--- src/rtl/trace_pkg.sv ---
// Shared types for the instruction trace capture block: FSM encoding and the record layout.
package trace_pkg;
  localparam int PC_W    = 64;
  localparam int INSTR_W = 32;
  localparam int SEQ_W   = 16;
  localparam int DROP_W  = 16;
  localparam int POST_W  = 8;

  typedef enum logic [1:0] {
    IDLE   = 2'd0,
    RUN    = 2'd1,
    POST   = 2'd2,
    FROZEN = 2'd3
  } trc_state_e;

  typedef struct packed {
    logic [SEQ_W-1:0]   seq;
    logic [INSTR_W-1:0] instr;
    logic [PC_W-1:0]    pc;
  } trc_rec_t;

  localparam int REC_W = $bits(trc_rec_t);
endpackage

--- src/rtl/trace_fifo.sv ---
// First-word-fall-through FIFO; the head entry appears on o_rdata the cycle after it is written.
module trace_fifo #(
  parameter int WIDTH = 8,
  parameter int DEPTH = 16
) (
  input  logic                     i_clock,
  input  logic                     i_reset,
  input  logic                     i_push,
  input  logic                     i_pop,
  input  logic                     i_flush,
  input  logic [WIDTH-1:0]         i_wdata,
  output logic [WIDTH-1:0]         o_rdata,
  output logic                     o_full,
  output logic                     o_empty,
  output logic [$clog2(DEPTH):0]   o_level
);
  localparam int AW = $clog2(DEPTH);

  logic [WIDTH-1:0] r_mem [DEPTH];
  logic [AW-1:0]    r_wptr, r_rptr;
  logic [AW:0]      r_count;
  logic             w_do_push, w_do_pop;

  assign o_empty   = (r_count == '0);
  assign o_full    = (r_count == (AW+1)'(DEPTH));
  assign o_level   = r_count;
  assign w_do_pop  = i_pop && !o_empty;
  // A full FIFO still accepts a write when the head leaves in the same cycle.
  assign w_do_push = i_push && (!o_full || w_do_pop);
  assign o_rdata   = o_empty ? '0 : r_mem[r_rptr];

  always_ff @(posedge i_clock) begin
    if (w_do_push && !i_flush) r_mem[r_wptr] <= i_wdata;
  end

  always_ff @(posedge i_clock or posedge i_reset) begin
    if (i_reset) begin
      r_wptr  <= '0;
      r_rptr  <= '0;
      r_count <= '0;
    end else if (i_flush) begin
      r_wptr  <= '0;
      r_rptr  <= '0;
      r_count <= '0;
    end else begin
      if (w_do_push) r_wptr <= r_wptr + AW'(1);
      if (w_do_pop)  r_rptr <= r_rptr + AW'(1);
      case ({w_do_push, w_do_pop})
        2'b10:   r_count <= r_count + (AW+1)'(1);
        2'b01:   r_count <= r_count - (AW+1)'(1);
        default: r_count <= r_count;
      endcase
    end
  end
endmodule

--- src/rtl/instr_trace_capture.sv ---
// Captures {seq, instr, pc} per fetched instruction into a FIFO, with a PC-match trigger
// that freezes capture a programmable number of records later.
module instr_trace_capture
  import trace_pkg::*;
#(
  parameter int DEPTH = 16
) (
  input  logic                    i_clock,
  input  logic                    i_reset,
  input  logic                    i_cap_en,
  input  logic                    i_trc_valid,
  input  logic [PC_W-1:0]         i_pc_in,
  input  logic [INSTR_W-1:0]      i_instr_in,
  input  logic                    i_trig_en,
  input  logic [PC_W-1:0]         i_trig_pc,
  input  logic [POST_W-1:0]       i_post_cnt,
  input  logic                    i_rearm,
  input  logic                    i_clear,
  output logic                    o_out_valid,
  input  logic                    i_out_ready,
  output logic [PC_W-1:0]         o_out_pc,
  output logic [INSTR_W-1:0]      o_out_instr,
  output logic [SEQ_W-1:0]        o_out_seq,
  output logic [$clog2(DEPTH):0]  o_level,
  output logic [DROP_W-1:0]       o_drop_cnt,
  output logic                    o_overflow,
  output logic [1:0]              o_state,
  output logic                    o_triggered
);
  trc_state_e        r_state;
  logic [SEQ_W-1:0]  r_seq;
  logic [POST_W-1:0] r_post;
  logic [DROP_W-1:0] r_drop;
  logic              r_overflow, r_triggered;

  trc_rec_t w_wrec, w_rrec;
  logic     w_full, w_empty, w_event, w_pop, w_push, w_drop, w_match;

  assign w_event = i_trc_valid && (r_state == RUN || r_state == POST);
  assign w_pop   = !w_empty && i_out_ready;
  assign w_push  = w_event && (!w_full || w_pop);
  assign w_drop  = w_event && !w_push;
  assign w_match = i_trig_en && (i_pc_in == i_trig_pc);
  assign w_wrec  = '{seq: r_seq, instr: i_instr_in, pc: i_pc_in};

  trace_fifo #(.WIDTH(REC_W), .DEPTH(DEPTH)) u_fifo (
    .i_clock (i_clock),
    .i_reset (i_reset),
    .i_push  (w_push),
    .i_pop   (w_pop),
    .i_flush (i_clear),
    .i_wdata (w_wrec),
    .o_rdata (w_rrec),
    .o_full  (w_full),
    .o_empty (w_empty),
    .o_level (o_level)
  );

  assign o_out_valid = !w_empty;
  assign o_out_pc    = w_rrec.pc;
  assign o_out_instr = w_rrec.instr;
  assign o_out_seq   = w_rrec.seq;
  assign o_drop_cnt  = r_drop;
  assign o_overflow  = r_overflow;
  assign o_state     = r_state;
  assign o_triggered = r_triggered;

  // Sequence and drop bookkeeping; drops still consume a sequence number.
  always_ff @(posedge i_clock or posedge i_reset) begin
    if (i_reset) begin
      r_seq      <= '0;
      r_drop     <= '0;
      r_overflow <= 1'b0;
    end else if (i_clear) begin
      r_seq      <= '0;
      r_drop     <= '0;
      r_overflow <= 1'b0;
    end else begin
      if (w_event) r_seq <= r_seq + SEQ_W'(1);
      if (w_drop) begin
        r_overflow <= 1'b1;
        if (r_drop != '1) r_drop <= r_drop + DROP_W'(1);
      end
    end
  end

  always_ff @(posedge i_clock or posedge i_reset) begin
    if (i_reset) begin
      r_state     <= IDLE;
      r_post      <= '0;
      r_triggered <= 1'b0;
    end else begin
      if (!i_cap_en) begin
        r_state <= IDLE;
      end else begin
        case (r_state)
          IDLE: r_state <= RUN;
          RUN: if (w_event && w_match) begin
            r_triggered <= 1'b1;
            r_post      <= i_post_cnt;
            r_state     <= (i_post_cnt == '0) ? FROZEN : POST;
          end
          POST: if (w_event) begin
            r_post <= r_post - POST_W'(1);
            if (r_post == POST_W'(1)) r_state <= FROZEN;
          end
          FROZEN: if (i_rearm) begin
            r_state     <= RUN;
            r_triggered <= 1'b0;
          end
          default: r_state <= IDLE;
        endcase
      end
      if (i_clear) r_triggered <= 1'b0;
    end
  end
endmodule
--- config.mk ---
export PLATFORM = sky130hd
export DESIGN_NAME = instr_trace_capture
export DESIGN_NICKNAME = d
export VERILOG_FILES = /design/src/rtl/trace_pkg.sv /design/src/rtl/trace_fifo.sv /design/src/rtl/instr_trace_capture.sv
export SDC_FILE = /design/constraint.sdc
export NUM_CORES = 2
export LEC_CHECK = 0
export BUFFER_PORTS_ARGS = -buffer_cell sky130_fd_sc_hd__buf_2
export CAP_MARGIN = 30
export CORE_AREA = 10 10 349 351
export CTS_BUF_LIST = sky130_fd_sc_hd__clkbuf_4
export DETAILED_ROUTE_END_ITERATION = 6
export DIE_AREA = 0 0 359 361
export PLACE_DENSITY = 0.81
export SYNTH_ARGS = -nofsm -noshare
export SYNTH_HDL_FRONTEND = slang
export SYNTH_SLANG_ARGS = --single-unit
--- constraint.sdc ---
create_clock -name i_clock -period 8.3 [get_ports i_clock]
set_input_delay 0.83 -clock i_clock [delete_from_list [all_inputs] [get_ports i_clock]]
set_output_delay 0.83 -clock i_clock [all_outputs]
set_load 0.01 [all_outputs]
Yosys cells after proc, flatten, opt, wreduce, memory -nomap -nowiden
Memory sizes are Yosys's and may differ from the RTL's.
Cells that the tools add are included.
{ "totals": {"ff_bits": 57, "ramBits": 1792, "inputBits": 176, "output_inout_bits": 138, "n_memories": 1} }
{ "memory_table": {"columns": ["name", "words", "word_bits", "read_ports", "rd_clocked_by_memory_dff", "wr", "line_no", "source"], "rows": [
  ["u_fifo.r_mem", 16, 112, 1, 0, 1, "trace_fifo.sv:19", "logic [WIDTH-1:0] r_mem [DEPTH];"]
]} }
{ "op_classes": {"addsub": 7, "n_eq_ne": 17, "mux": 31, "n_reduce_logical": 32} }
{ "op_table": {"columns": ["cell", "n"], "rows": [
  ["two-way mux 112 bit", 1],
  ["two-way mux 16 bit", 5],
  ["equality test 64 bit", 1],
  ["adder 16 x 1 -> 16 bit, second input constant", 2],
  ["two-way mux 4 bit", 4],
  ["two-way mux 8 bit", 2],
  ["inequality test 16 bit, second input constant", 1],
  ["case mux 8 bit (2 select lines)", 1],
  ["nonzero test 2 bit", 7],
  ["AND reduction 4 bit", 3],
  ["two-way mux 2 bit", 5],
  ["case mux 5 bit (2 select lines)", 1],
  ["logical AND 1 bit", 9],
  ["two-way mux 1 bit", 9],
  ["inequality test 3 x 2 -> 1 bit, second input constant", 3],
  ["inequality test 3 bit, second input constant", 3],
  ["adder 4 x 1 -> 4 bit, second input constant", 2],
  ["equality test 8 x 1 -> 1 bit, second input constant", 1],
  ["logical NOT 8 bit", 1],
  ["case mux 2 bit (4 select lines)", 1],
  ["subtractor 8 x 1 -> 8 bit, second input constant", 1],
  ["equality test 2 bit, second input constant", 3],
  ["nonzero test 3 bit", 2],
  ["adder 5 x 1 -> 5 bit, second input constant", 1],
  ["other kinds (12)", 18]
]} }

Logic depth before layout (Yosys ltp)
{ "logic_depth": {"word_depth": 9, "mapped_depth": 12} }

By module
A second synthesis with hierarchy kept.
{ "hier_totals": {"cells_unflattened": 3419, "hier_area_um2": 73108.9} }
{ "modules_own_cells": {"columns": ["mod", "instances", "cells_each", "area_each_um2"], "rows": [
  ["trace_fifo", 1, 3067, 69960.8],
  ["instr_trace_capture", 1, 352, 3148.0]
]} }

Worst setup path before layout
Ideal clock, no wire load.
{ "synth_timing": {"path_type": "reg2reg", "startpoint": "register r_state[0] (netlist: o_state[0])", "endpoint": "memory u_fifo.r_mem[15][0] (netlist bit) (enable)", "setup_time_ps": 585, "arrival_ps": 6410, "t_required_ps": 7715, "path_slack_ps": 1305, "stages_incl_launch_ff": 7, "n_path_buf": 0, "period_less_slack_ps": 6995, "cell_sequence": "dfrtp_1 inv_1 ha_1 nand2b_4 a31oi_1 nand2_1 nor2_1"} }
{ "synth_via": {"elab_chain_cells": 8} }
{ "synth_lines": {"columns": ["item", "line_no", "source"], "rows": [
  ["start: declaration", "instr_trace_capture.sv:30", "trc_state_e r_state;"],
  ["start signal: assignment", "instr_trace_capture.sv:101", "r_state <= (i_post_cnt == '0) ? FROZEN : POST;"],
  ["equality test 2 x 1 -> 1 bit or equality test 2 bit (tied branches)", "instr_trace_capture.sv:39", "assign w_event = i_trc_valid && (r_state == RUN || r_state == POST);"],
  ["logical OR 1 bit (*)", "instr_trace_capture.sv:39", null],
  ["logical AND 1 bit (*)", "instr_trace_capture.sv:39", null],
  ["logical AND 1 bit (*)", "instr_trace_capture.sv:41", "assign w_push = w_event && (!w_full || w_pop);"],
  ["logical AND 1 bit (*)", "trace_fifo.sv:29", "assign w_do_push = i_push && (!o_full || w_do_pop);"],
  ["logical AND 1 bit (*)", "trace_fifo.sv:33", "if (w_do_push && !i_flush) r_mem[r_wptr] <= i_wdata;"],
  ["two-way mux 1 bit (*)", "trace_fifo.sv:33", null],
  ["two-way mux 1 bit (implied by the code) (*)", "trace_fifo.sv:33", null],
  ["end: declaration", "trace_fifo.sv:19", null]
]} }
Mark *: on every way between the ends. The rest lies on a longest branch, timed or not.

Worst setup path in the final report
{ "layout_timing": {"startpoint": "register u_fifo.r_rptr[0]", "endpoint": "output port o_out_pc[36]"} }
{ "layout_via": {"elab_chain_cells": 2} }
{ "layout_lines": {"columns": ["item", "line_no", "source"], "rows": [
  ["start: declaration", "trace_fifo.sv:20", "logic [AW-1:0] r_wptr, r_rptr;"],
  ["start signal: assignment", "trace_fifo.sv:47", "if (w_do_pop) r_rptr <= r_rptr + AW'(1);"],
  ["memory read (16 x 112 bit)", null, null],
  ["two-way mux 112 bit", "trace_fifo.sv:30", "assign o_rdata = o_empty ? '0 : r_mem[r_rptr];"],
  ["end: declaration", "instr_trace_capture.sv:21", "output logic [PC_W-1:0] o_out_pc,"]
]} }
No other way between the ends.

==> summary by stage <==
Floorplanning
From bottom edge to top edge, the die measures 361 um. The core region is 115100 um^2. The number of placement rows is 125.

The initial core utilization is 62.26%. The boundary pin count is 314. The die is 359 um wide.

The area of the die is 129600 um^2.

Layout
The layout net count is 4046. The library cells used most frequently in the layout, excluding fill and tap cells, are edfxtp_1 (1792), clkbuf_4 (629), mux4_2 (560). Fill cells in the final layout number 6566. At the end of the flow the core is filled with cells to 71.20%.

Leaving out fill and tap cells, the most frequent cell in the layout is edfxtp_1. In the final layout, the share of cells above drive strength 1 is 39.68%. The area growth from synthesis to layout is 14.36%. Once layout is done, the placed cells without fillers occupy 81960 um^2.

Logic synthesis
Of all flip-flops after synthesis, the portion carrying an async set or reset was 3.083%. The commonest register cell after synthesis is edfxtp_1. For this run, the number of Yosys warnings is 0. Counting every net in the synthesized netlist gives 3239.

In this run, synthesis produced a sequential element count of 1849. The sequential fraction of the synthesis area is 77.07%. The cell area after technology mapping is 71670 um^2.

The count of flip-flops with a built-in enable after synthesis is 1792. The synthesized instance count is 3049. Synthesis instantiated 53 different standard cells from the library. A synthesized cell averages 23.51 um^2.

Critical path
The critical path arrival is 4.75 ns. The largest fanout on the critical path is 99. STA classifies the critical path startpoint as a flop.

The signal on the critical path passes through buf_4, buf_12, mux4_2, mux4_2, and2_1, buf_2. Data on the critical path is required at its endpoint by 7.47 ns. In this design, the critical path's most frequently occurring cell is mux4_2. The cell family with the largest share of critical-path delay is buffers and inverters. For this run, the slowest stage of the critical path takes 0.67 ns. The category of the most critical setup path is flop to output port.

The worst setup path is captured at an output port. The largest individual stage delay along the critical path comes from the cell buf_12. The number of buffers and inverters on the critical path is 3.

Clock network
The number of buffers on the longest clock path is 4. The post-CTS setup buffer count is 0. The cell sitting at the root of the clock tree is a clkbuf_4. The insertion delay of the later-clocked pin in the worst-skew pair is 1.28 ns. The H-tree depth is 5. After clock tree synthesis, the clock-pin slew on the worst setup and hold paths is 0.06 ns.

TritonCTS built the clock tree. The CTS buffer count is 450. The number of sinks on the clock net is 1849.

STA
The part of the cycle the worst path needs is 67.26%. The max-slew violation count is 0. The highest clock frequency the design can meet is 0.1791 GHz. The post-route minimum period is 5.583 ns. The worst clock skew on the final layout is 0.08981 ns. The count of endpoints failing hold in the final timing report came to 0. The slack of the critical path is 2.717 ns. At the pin with the least slew margin, the transition time is 1.114 ns.

The final setup TNS is 0 ns. The worst pin sits at a relative slew slack of 25.75%. Setup repair after global routing left no endpoint under its margin.

Setup violations remaining at the end of the flow were counted as 0.

Detailed routing
After detailed routing, the number of vias per cell comes to 6.540. For this run, design rule violations remaining after detail routing come to 0. The DRC violation total after the first TritonRoute iteration is 4902.

The first TritonRoute pass finished after 6 iterations. The remaining antenna violation count is 0. Summing over every cut layer, the via total after detailed routing is 37170. The wire length after detailed routing is 175700 um.

Dividing the detail-routed wire length by the instance count gives 30.92 um.

GRT
The via count of the first global-routing pass is 39190. The first global-routing pass estimated 259900 um of wire. The initial antenna violation count is 12. After global routing the overflow that remains totals 0. The overall routing resource usage is 27.26%. Entering global routing, the biggest net connects 173 pins.

Placement
The count of buffers added on input and output ports is 313. The post-placement setup slack is 3.757 ns. After detailed placement, the total cell area comes to 75460 um^2. The total half-perimeter wirelength after legalization and detailed placement is 95300 um. The congestion estimate from routability-driven global placement came to 0.8511.

Pwr
Dividing total power by cell area gives a power density of 272.4 nW/um^2. The static power due to leakage is 26.65 nW. VDD sags by at most 0.3283 mV.

Outcome
The flow ran to the end, and the final reports show no timing, DRC or antenna violations.

Flow run
The tool flagged a number of max-cap violations equal to 0.

Hold path
The path class of the tightest hold or removal check is input port to flop.
## worst min-delay path: cells and delay by family
kind,cells,cell delay (ns)
AND/OR/NAND/NOR,2,0.28
AO/OA/AOI/OAI,1,0.07
buffers and inverters,1,0.13
## power by group
part	leakage [nW]	total [mW]	switching (mW)	internal, mW
clock network	3.18	6.99	3.41	3.59
registers	17.1	10.5	0.141	10.4
logic	6.41	4.79	2.55	2.24
## path summary, 6_finish.rpt
check / start / endpoint / slack [ns] / cells after the start
max: u_fifo.r_rptr[0] / o_out_pc[36] / 2.72 / 6
min: i_trc_valid / r_seq[1] / 0.15 / 4
max reg2reg: o_state[0] / u_fifo.r_mem[5][82] / 4.25 / 9
min reg2reg: o_overflow / o_overflow / 0.52 / 2
max in group asynchronous: i_reset / u_fifo.r_rptr[0] / 7.35 / 4
min in group asynchronous: i_reset / u_fifo.o_level[1] / 0.33 / 4
## registers in the layout, indices dropped and copies added (netlist names)
name and count:
o_drop_cnt 16, u_fifo.o_level 5, u_fifo.r_mem 1792, o_overflow 1, r_post 8, o_triggered 1
r_seq 16, u_fifo.r_rptr 4, o_state 2, u_fifo.r_wptr 4
## synth_stat cells, types with 14 or more instances
master	n	area share, %
inv_1	16	0.084
a21oi_1	16	0.11
nand3_1	15	0.10
xor2_1	51	0.62
clkbuf_1	81	0.42
nand2_1	23	0.12
edfxtp_1	1792	75
buf_2	43	0.30
buf_1	25	0.13
nand4_1	21	0.18
xnor2_1	50	0.61
mux4_2	560	18
ha_1	14	0.24
nor2_1	69	0.36
dfrtp_1	57	2.0
and2_1	115	1.0
## routing by layer
layer	GRT usage, %	share of wire, %	vias to the layer above
met5	0	0.015	-
met2	43.36	50	2658
met1	36.55	36	19340
li1	-	-	14820
met3	7.607	11	354
met4	9.721	2.8	6
## layout make-up
type | count | area, um^2 | area share (%)
Antenna cell | 9 | 22.52 | 0.02748
Clock buffer | 629 | 4722 | 5.761
Clock inverter | 118 | 576.8 | 0.7038
Inverter | 16 | 60.06 | 0.07328
Multi-Input combinational cell | 1035 | 15890 | 19.39
Sequential cell | 1849 | 55250 | 67.41
Tap cell | 1524 | 1907 | 2.327
Timing Repair Buffer | 504 | 3526 | 4.302
## per-stage QoR
stage | cells | power (mW) | hold WS [ns]
after global placement | 4802 | 15.31 | 0.5014
after floorplan | 3049 | 13.80 | 0.5069
final | 5684 | 22.33 | 0.1518
after detailed placement | 4815 | 15.47 | 0.5036
after CTS | 5671 | 22.46 | 0.03202
after global routing | 5677 | 23.30 | 0.07752
## kinds of logic (layout without fill, tap and decap cells)
logic type	count (synthesis)	count (layout)	synth area share [%]
multiplexers	566	566	17.68
flip-flops	1849	1849	77.07
other	0	9	0
buffers and inverters	165	1267	0.9392
XOR/XNOR	101	101	1.234
adder cells (fa/ha/maj)	14	14	0.2444
AO/OA/AOI/OAI	51	51	0.4818
AND/OR/NAND/NOR	303	303	2.346
## repair_timing
action | in CTS | in global routing
setup endpoints to repair | 0 | 0
endpoints found under the hold margin | 1612 | 0
hold buffers | 109 | 0
gates resized for setup | 0 | 0
Power figures use the tool's default switching activity.
